## config.mk

```make
export PLATFORM = sky130hd
export DESIGN_NAME = scytale_encryption
export DESIGN_NICKNAME = d
export VERILOG_FILES = /design/src/rtl/encryption_pkg.sv /design/src/rtl/scytale_addr_gen.sv /design/src/rtl/scytale_encryption.sv
export SDC_FILE = /design/constraint.sdc
export NUM_CORES = 1
export LEC_CHECK = 0
export CAP_MARGIN = 10
export CORE_MARGIN = 2
export CORE_UTILIZATION = 39
export DETAILED_ROUTE_END_ITERATION = 7
export PLACE_DENSITY = 0.62
export SYNTH_ARGS = -nofsm -noshare
export SYNTH_HDL_FRONTEND = slang
export SYNTH_SLANG_ARGS = --single-unit
```

## constraint.sdc

```tcl
create_clock -name clk -period 7.4 [get_ports clk]
set_clock_uncertainty 0.05 [all_clocks]
set_input_delay 0.74 -clock clk [delete_from_list [all_inputs] [get_ports clk]]
set_output_delay 0.74 -clock clk [all_outputs]
set_load 0.01 [all_outputs]
```

## src/rtl/encryption_pkg.sv

```systemverilog
// Shared definitions for the transmit-side cipher stages (scytale, zigzag, caesar).
package encryption_pkg;

  localparam int D_WIDTH_DEF       = 8;
  localparam int KEY_WIDTH_DEF     = 8;
  localparam int MAX_NOF_CHARS_DEF = 50;

  localparam logic [7:0] START_ENCRYPTION_TOKEN_DEF = 8'hFA;
  localparam logic [7:0] PAD_CHAR_DEF               = 8'h20;

  typedef enum logic {
    COLLECT = 1'b0,
    EMIT    = 1'b1
  } enc_state_t;

endpackage

```

## src/rtl/scytale_addr_gen.sv

```systemverilog
// Walks the N x M scytale grid column-major (row index fast) and gives the
// row-major buffer position k of the current cell.
module scytale_addr_gen #(
  parameter int KEY_WIDTH = 8
) (
  input  logic                   clk,
  input  logic                   rst,
  input  logic [KEY_WIDTH-1:0]   n,
  input  logic [KEY_WIDTH-1:0]   m,
  input  logic                   start,
  input  logic                   adv,
  output logic [2*KEY_WIDTH-1:0] k,
  output logic                   last
);

  logic [KEY_WIDTH-1:0] r, c;
  logic                 r_end, c_end;

  assign r_end = (r == n - KEY_WIDTH'(1));
  assign c_end = (c == m - KEY_WIDTH'(1));
  assign last  = r_end && c_end;

  // Full-width product so k never wraps before it is compared with the length.
  assign k = ({{KEY_WIDTH{1'b0}}, r} * {{KEY_WIDTH{1'b0}}, m}) + {{KEY_WIDTH{1'b0}}, c};

  always_ff @(posedge clk) begin
    if (rst || start) begin
      r <= '0;
      c <= '0;
    end else if (adv) begin
      if (r_end) begin
        r <= '0;
        c <= c + KEY_WIDTH'(1);
      end else begin
        r <= r + KEY_WIDTH'(1);
      end
    end
  end

endmodule

```

## src/rtl/scytale_encryption.sv

```systemverilog
// Scytale encryption: buffers plaintext until the start token, then emits the
// N x M grid column-major, padding cells past the message length.
module scytale_encryption
  import encryption_pkg::*;
#(
  parameter int                   D_WIDTH                = D_WIDTH_DEF,
  parameter int                   KEY_WIDTH              = KEY_WIDTH_DEF,
  parameter int                   MAX_NOF_CHARS          = MAX_NOF_CHARS_DEF,
  parameter logic [D_WIDTH-1:0]   START_ENCRYPTION_TOKEN = D_WIDTH'(START_ENCRYPTION_TOKEN_DEF),
  parameter logic [D_WIDTH-1:0]   PAD_CHAR               = D_WIDTH'(PAD_CHAR_DEF)
) (
  input  logic                 clk,
  input  logic                 rst,
  input  logic [D_WIDTH-1:0]   data_i,
  input  logic                 valid_i,
  input  logic [KEY_WIDTH-1:0] key_N,
  input  logic [KEY_WIDTH-1:0] key_M,
  output logic                 busy,
  output logic [D_WIDTH-1:0]   data_o,
  output logic                 valid_o
);

  localparam int LEN_W = $clog2(MAX_NOF_CHARS + 1);
  localparam int IDX_W = $clog2(MAX_NOF_CHARS);

  enc_state_t             state;
  logic                   done;
  logic [KEY_WIDTH-1:0]   n_q, m_q;
  logic [LEN_W-1:0]       len;
  logic [D_WIDTH-1:0]     mem [MAX_NOF_CHARS];

  logic                   is_token, start, store, adv, last;
  logic [2*KEY_WIDTH-1:0] k;
  logic                   in_msg;

  assign is_token = (data_i == START_ENCRYPTION_TOKEN);
  assign start    = (state == COLLECT) && valid_i && is_token;
  assign store    = (state == COLLECT) && valid_i && !is_token &&
                    (len != LEN_W'(MAX_NOF_CHARS));
  assign adv      = (state == EMIT) && !done;
  assign in_msg   = (k < (2*KEY_WIDTH)'(len));

  scytale_addr_gen #(.KEY_WIDTH(KEY_WIDTH)) u_addr (
    .clk   (clk),
    .rst   (rst),
    .n     (n_q),
    .m     (m_q),
    .start (start),
    .adv   (adv),
    .k     (k),
    .last  (last)
  );

  always_ff @(posedge clk) begin
    if (store) mem[len[IDX_W-1:0]] <= data_i;
  end

  // 'done' marks the trailing cycle that drops busy/valid after the last byte;
  // a zero key sets it at token accept so emission is skipped entirely.
  always_ff @(posedge clk) begin
    if (rst) begin
      state   <= COLLECT;
      done    <= 1'b0;
      busy    <= 1'b0;
      valid_o <= 1'b0;
      data_o  <= '0;
      len     <= '0;
      n_q     <= '0;
      m_q     <= '0;
    end else begin
      case (state)
        COLLECT: begin
          valid_o <= 1'b0;
          data_o  <= '0;
          if (store) len <= len + LEN_W'(1);
          if (start) begin
            n_q   <= key_N;
            m_q   <= key_M;
            done  <= (key_N == '0) || (key_M == '0);
            busy  <= 1'b1;
            state <= EMIT;
          end
        end
        EMIT: begin
          if (done) begin
            busy    <= 1'b0;
            valid_o <= 1'b0;
            data_o  <= '0;
            len     <= '0;
            done    <= 1'b0;
            state   <= COLLECT;
          end else begin
            valid_o <= 1'b1;
            data_o  <= in_msg ? mem[k[IDX_W-1:0]] : PAD_CHAR;
            if (last) done <= 1'b1;
          end
        end
        default: state <= COLLECT;
      endcase
    end
  end

endmodule

```

==> results.sh, run 1 <==
export IMPL_place_gp_congestion=0.841
export IMPL_syn_nets=1380
export IMPL_setup_tns_ns=0
export IMPL_min_from="busy"
export IMPL_cp_slowest_stage_delay_ns=0.59
export IMPL_critPathCaptureType="register"
export IMPL_drive_gt1_share_pct=16.3
export IMPL_viasPerCell=5.39
export IMPL_fin_crit_ns=5.54
export IMPL_drc_errors=0
export IMPL_setup_violations=0
export IMPL_clk_pin_slew_ns=0.06
export IMPL_synthesis_area_mm2=0.0204
export IMPL_critPathArrivalTime_ns=5.97
export IMPL_num_rows=83
export IMPL_hold_viol=0
export IMPL_r2r_end="data_o[1]"
export IMPL_cts_sinks=450
export IMPL_cellLeakagePower_nw=7.64
export IMPL_whs_ns=0.440
export IMPL_stdcell_area_mm2=0.0230
export IMPL_grt_busiest_layer="met2"
export IMPL_clk_latency_ns=0.59
export IMPL_wl_um=44300
export IMPL_maxSlewViolCount=0
export IMPL_die_width_um=233
export IMPL_place_area_mm2=0.0215
export IMPL_cts_made_buffers=46
export IMPL_min_to="busy"
export IMPL_multiInputGateArea_mm2=0.00693
export IMPL_antenna_found_initial=0
export IMPL_p_per_area_mw_per_mm2=225
export IMPL_yosysWarnings=0
export IMPL_grt_pass1_wl_um=68300
export IMPL_io_pin_count=37
export IMPL_relSlewSlack_pct=30.4
export IMPL_ys_flop_type="edfxtp_1"
export IMPL_post_cts_resized=0
export IMPL_synth_cells=1262
export IMPL_dpl_hpwl_um=28100
export IMPL_hold_depth=2
export IMPL_ys_seq_area_share_pct=63.7
export IMPL_crit_family="adder cells"
export IMPL_path_buf_inv=3
export IMPL_fin_crit_sh_pct=74.8
export IMPL_vias=10900
export IMPL_reg2reg_slack_ns=1.86
export IMPL_routedWlPerCell_um=22.0
export IMPL_antennaDiodeCount=0
export IMPL_rsz0062_at_grt="no"
export IMPL_core_area_mm2=0.0515
export IMPL_critPathLaunchType="register"
export IMPL_post_cts_buffers=0
export IMPL_nFillCells=4503
export IMPL_synth_edf_count=400
export IMPL_crit_chain="nand2_1 > fa_1 > fa_1 > inv_1 > ha_1 > fa_1 > fa_1 > xnor2_2 > buf_4 > inv_2 > ha_1 > nand2_1 > o2111ai_1 > a221oi_1 > nand4_1 > a2111oi_4 > nand4_2 > nor4_1"
export IMPL_status="completed"
export IMPL_avgSynthCellArea_um2=16.2
export IMPL_cts_htree_levels=2
export IMPL_grt_overflow=0
export IMPL_ys_seq_elements=450
export IMPL_grt_use_met1_pct=23.4
export IMPL_ir_drop_v=0.000200
export IMPL_fmax_mhz=181
export IMPL_clockBufferDepth=3
export IMPL_async_flop_share_pct=0
export IMPL_grt_pass1_vias=11000
export IMPL_path_class="register to register"
export IMPL_drv_cap=0
export IMPL_min_path_type="register to register"
export IMPL_final_nets=1414
export IMPL_ff_latch_area_mm2=0.0130
export IMPL_crit_top_cell="fa_1"
export IMPL_grt_usage_pct=16.9
export IMPL_cts_tree="built"
export IMPL_yosysUniqueCellTypes=67
export IMPL_die_area_mm2=0.0542
export IMPL_instances_no_fill=2012
export IMPL_drtIter0Drc=1080
export IMPL_grtUsageMet3_pct=3.03
export IMPL_crit_fanout=27
export IMPL_first_pass_iters=5
export IMPL_port_buffers=36
export IMPL_critical_path_slowest_cell="dfxtp_1"
export IMPL_tightest_slew_ns=1.04
export IMPL_start_util_pct=39.7
export IMPL_grt_max_degree=104
export IMPL_dp_cells=1928
export IMPL_cp_required_ns=7.83
export IMPL_met2_usage_pct=26.9
export IMPL_postRouteAntennaNets=0
export IMPL_area_growth_pct=12.4
export IMPL_r2r_start="u_addr.r[4]"
export IMPL_die_y_um=233
export IMPL_root_buffer="clkbuf_16"
export IMPL_reg2reg_depth=18
export IMPL_postCtsHoldBufs=0
## routing by layer
| metal | up-vias | part of all wire (%) |
|---|---|---|
| met4 | 0 | 2.9 |
| met5 | - | 0 |
| li1 | 4895 | - |
| met1 | 5553 | 44 |
| met2 | 324 | 47 |
| met3 | 78 | 5.8 |
## where the power goes
group / switching (W) / internal (W)
Sequential: 0.00000318 / 0.00277
Clock: 0.000985 / 0.00131
Combinational: 0.0000650 / 0.0000243
## tightest hold or removal path: stages, from the launching register on
cell     delay (ns)
dfxtp_1        0.33
a21oi_1        0.06
nor2_1         0.07
## final cells by class
| type | count | share of cell area (%) |
|---|---|---|
| clock buffers | 54 | 5.24 |
| inverters | 71 | 1.16 |
| repair buffers | 46 | 1.78 |
| well taps | 680 | 3.70 |
| clock inverters | 30 | 1.30 |
| multi-input cells | 681 | 30.2 |
| flip-flops and latches | 450 | 56.7 |
## layout by cell type, fill, tap and decap left out, types with 6 or more instances in the layout
| cell | n |
|---|---|
| a21o_1 | 8 |
| a21oi_1 | 27 |
| and2_1 | 42 |
| buf_2 | 8 |
| buf_4 | 9 |
| clkbuf_1 | 7 |
| clkbuf_16 | 47 |
| clkdlybuf4s50_1 | 28 |
| clkinv_1 | 10 |
| clkinv_2 | 11 |
| dfxtp_1 | 50 |
| edfxtp_1 | 400 |
| fa_1 | 44 |
| ha_1 | 45 |
| inv_1 | 69 |
| mux2i_1 | 34 |
| mux4_2 | 115 |
| nand2_1 | 62 |
| nand2b_1 | 6 |
| nand3_1 | 18 |
| nand4_1 | 10 |
| nor2_1 | 99 |
| nor3_1 | 32 |
| nor4_1 | 14 |
| o21ai_0 | 14 |
| xnor2_1 | 22 |
| xor2_1 | 18 |
## flip-flops by register name (all words and copies together), names as in the netlist
signal / cells
m_q: 8
mem: 400
busy: 1
done: 1
n_q: 8
data_o: 8
u_addr.c: 8
len: 6
state: 1
u_addr.r: 8
valid_o: 1
## stage by stage
step                      utilization, %  total power, W  setup slack (ns)
after CTS                           44.6         0.00521              1.86
after global routing                44.6         0.00531              1.45
final                               44.6         0.00516              1.86
after global placement              41.7         0.00292              2.02
after floorplan                        -         0.00285              2.20
after detailed placement            41.7         0.00292              1.89
## how the worst max path moves through the flow
stage	slack, ns	startpoint	cells past startpoint	endpoint
2_1_floorplan	2.20	m_q[0]	20	data_o[0]
3_3_place_gp	2.02	u_addr.r[2]	20	data_o[1]
3_5_place_dp	1.89	u_addr.r[2]	20	data_o[6]
4_1_cts	1.86	u_addr.r[4]	18	data_o[1]
5_1_grt	1.45	u_addr.r[4]	18	data_o[1]
6_report	1.86	u_addr.r[4]	18	data_o[1]
## cells in the mapped netlist (23+ instances only)
library cell    n  area (µm²)
dfxtp_1        50        1000
nor2_1         99         372
a21oi_1        27         135
clkbuf_1       36         135
edfxtp_1      400       12000
nand2_1        62         233
mux2i_1        34         340
ha_1           47         588
fa_1           44         881
and2_1         42         263
xnor2_1        23         201
mux4_2        115        2590
nor3_1         32         160
inv_1          69         259
## cell families after synthesis
family          share of synthesized area, %
buf+inv                                 2.55
flops                                   63.7
fa+ha+maj                               7.19
compound gates                          2.89
mux                                     14.3
xor+xnor                                1.76
simple gates                            7.55
Power figures use the tool's default switching activity.
==> inputs of run 2 (changes only) <==
PLACE_DENSITY = 0.64   (was 0.62)
clock period = 4.95 ns   (was 7.4 ns; I/O delays follow)
==> results.sh, run 2 (synthesized netlist as in run 1, its figures left out) <==
export IMPL_cts_sinks=450
export IMPL_fmax_mhz=208
export IMPL_num_rows=83
export IMPL_antennaDiodeCount=0
export IMPL_crit_fanout=8
export IMPL_io_pin_count=37
export IMPL_reg2reg_slack_ns=0.15
export IMPL_postRouteAntennaNets=0
export IMPL_power_w=0.00761
export IMPL_critPathCaptureType="register"
export IMPL_final_nets=1457
export IMPL_die_y_um=233
export IMPL_clk_latency_ns=0.59
export IMPL_critPathLaunchType="register"
export IMPL_critPathArrivalTime_ns=5.24
export IMPL_stdcell_area_mm2=0.0234
export IMPL_vias=11100
export IMPL_drv_cap=0
export IMPL_grt_usage_pct=17.6
export IMPL_status="completed"
export IMPL_largest_reg_flops=400
export IMPL_ir_drop_v=0.000251
export IMPL_hold_viol=0
export IMPL_setup_tns_ns=0
export IMPL_root_buffer="clkbuf_16"
export IMPL_whs_ns=0.440
export IMPL_r2r_start="m_q[0]"
export IMPL_port_buffers=36
export IMPL_dp_cells=1969
export IMPL_reg2reg_depth=16
export IMPL_path_class="register to register"
export IMPL_grt_max_degree=52
export IMPL_drc_errors=0
export IMPL_grt_pass1_vias=11100
export IMPL_maxSlewViolCount=0
export IMPL_min_from="u_addr.c[6]"
export IMPL_final_common_cell="edfxtp_1"
export IMPL_place_gp_congestion=0.842
export IMPL_routedWlPerCell_um=22.7
export IMPL_cts_htree_levels=2
export IMPL_wl_um=46700
export IMPL_die_area_mm2=0.0542
export IMPL_core_area_mm2=0.0515
export IMPL_dpl_hpwl_um=30600
export IMPL_first_pass_iters=7
export IMPL_tightest_slew_ns=1.09
export IMPL_clk_pin_slew_ns=0.06
export IMPL_r2r_end="data_o[3]"
export IMPL_place_area_mm2=0.0218
export IMPL_postCtsHoldBufs=0
export IMPL_cp_required_ns=5.39
export IMPL_p_per_area_mw_per_mm2=325
export IMPL_cts_tree="built"
export IMPL_drtIter0Drc=854
export IMPL_grt_overflow=0
export IMPL_fin_crit_sh_pct=96.9
export IMPL_antenna_found_initial=0
export IMPL_min_path_type="register to register"
export IMPL_grt_pass1_wl_um=70300
export IMPL_clockBufferDepth=3
export IMPL_drive_gt1_share_pct=20.2
export IMPL_fin_crit_ns=4.80
export IMPL_start_util_pct=39.7
export IMPL_setup_violations=0
export IMPL_relSlewSlack_pct=27.0
export IMPL_viasPerCell=5.41
export IMPL_instances_no_fill=2054
export IMPL_cts_made_buffers=46
export IMPL_min_to="u_addr.c[6]"
export IMPL_die_width_um=233
export IMPL_mostFrequentLayoutCells="edfxtp_1, mux4_2, nor2_1"
export IMPL_area_growth_pct=14.4
export IMPL_cellLeakagePower_nw=7.82
export IMPL_hold_depth=2
[run 2: changes by cell type in the layout (fill, tap and decap cells not counted), moves of 3 or more]
cell,change
ha_1,-3
dfxtp_2,+9
dfxtp_1,-13
clkinv_2,-6
nor4_1,-4
nor4_2,+3
clkbuf_1,+7
buf_4,+38
dfxtp_4,+4
[run 2: worst max-delay path by stage]
stage	startpoint	endpoint	slack (ns)
floorplan	u_addr.r[3]	data_o[0]	0.06
global placement	m_q[1]	data_o[7]	0.05
detailed placement	m_q[0]	data_o[0]	-0.04
CTS	u_addr.r[1]	data_o[6]	0.02
global route	m_q[0]	data_o[2]	-0.03
finish	m_q[0]	data_o[3]	0.15
[run 2: cell type report]
class                           count  area [µm²]
Fill cell                        4507       28100
Sequential cell                   450       13000
Multi-Input combinational cell    681        7020
Clock buffer                       62        1240
Tap cell                          680         851
Timing Repair Buffer               89         761
Inverter                           71         267
Clock inverter                     21         194
[run 2: power breakdown]
group / switching (W) / internal (W) / leakage [nW]
clock: 0.00144 / 0.00188 / 0.695
sequential: 0.00000464 / 0.00414 / 4.01
combinational: 0.000103 / 0.0000391 / 3.12
[run 2: per-stage QoR]
| step | setup slack, ns | util, % |
|---|---|---|
| floorplan | 0.0618 | - |
| global placement | 0.0486 | 42.3 |
| detailed placement | -0.0411 | 42.3 |
| CTS | 0.0166 | 45.1 |
| global route | -0.0315 | 45.4 |
| finish | 0.153 | 45.4 |
[run 2: repair_timing]
| action | CTS | global route |
|---|---|---|
| setup buffers | 0 | 2 |
| resized for setup | 5 | 28 |
| setup endpoints to repair | 7 | 7 |
| pin swaps | 0 | 13 |
[run 2: layer usage]
layer  up-vias  share of wire, %  global-route usage [%]
li1       4979                 -                       -
met5         -                 0                       0
met2       354                49                    28.5
met3        62               6.9                    3.68
met4         0               2.6                    5.69
met1      5710                41                    23.8
[run 2: worst max-delay path, cell delays in order, from the launching register on]
cell and delay, ns:
dfxtp_4 0.37, buf_2 0.17, nand2_1 0.10, fa_2 0.54
inv_1 0.05, fa_1 0.49, fa_1 0.57, inv_1 0.07
fa_1 0.48, inv_1 0.07, ha_4 0.31, inv_1 0.05
o311a_1 0.38, mux2i_1 0.18, a2111oi_4 0.42, nand4_4 0.23
nor4_1 0.22
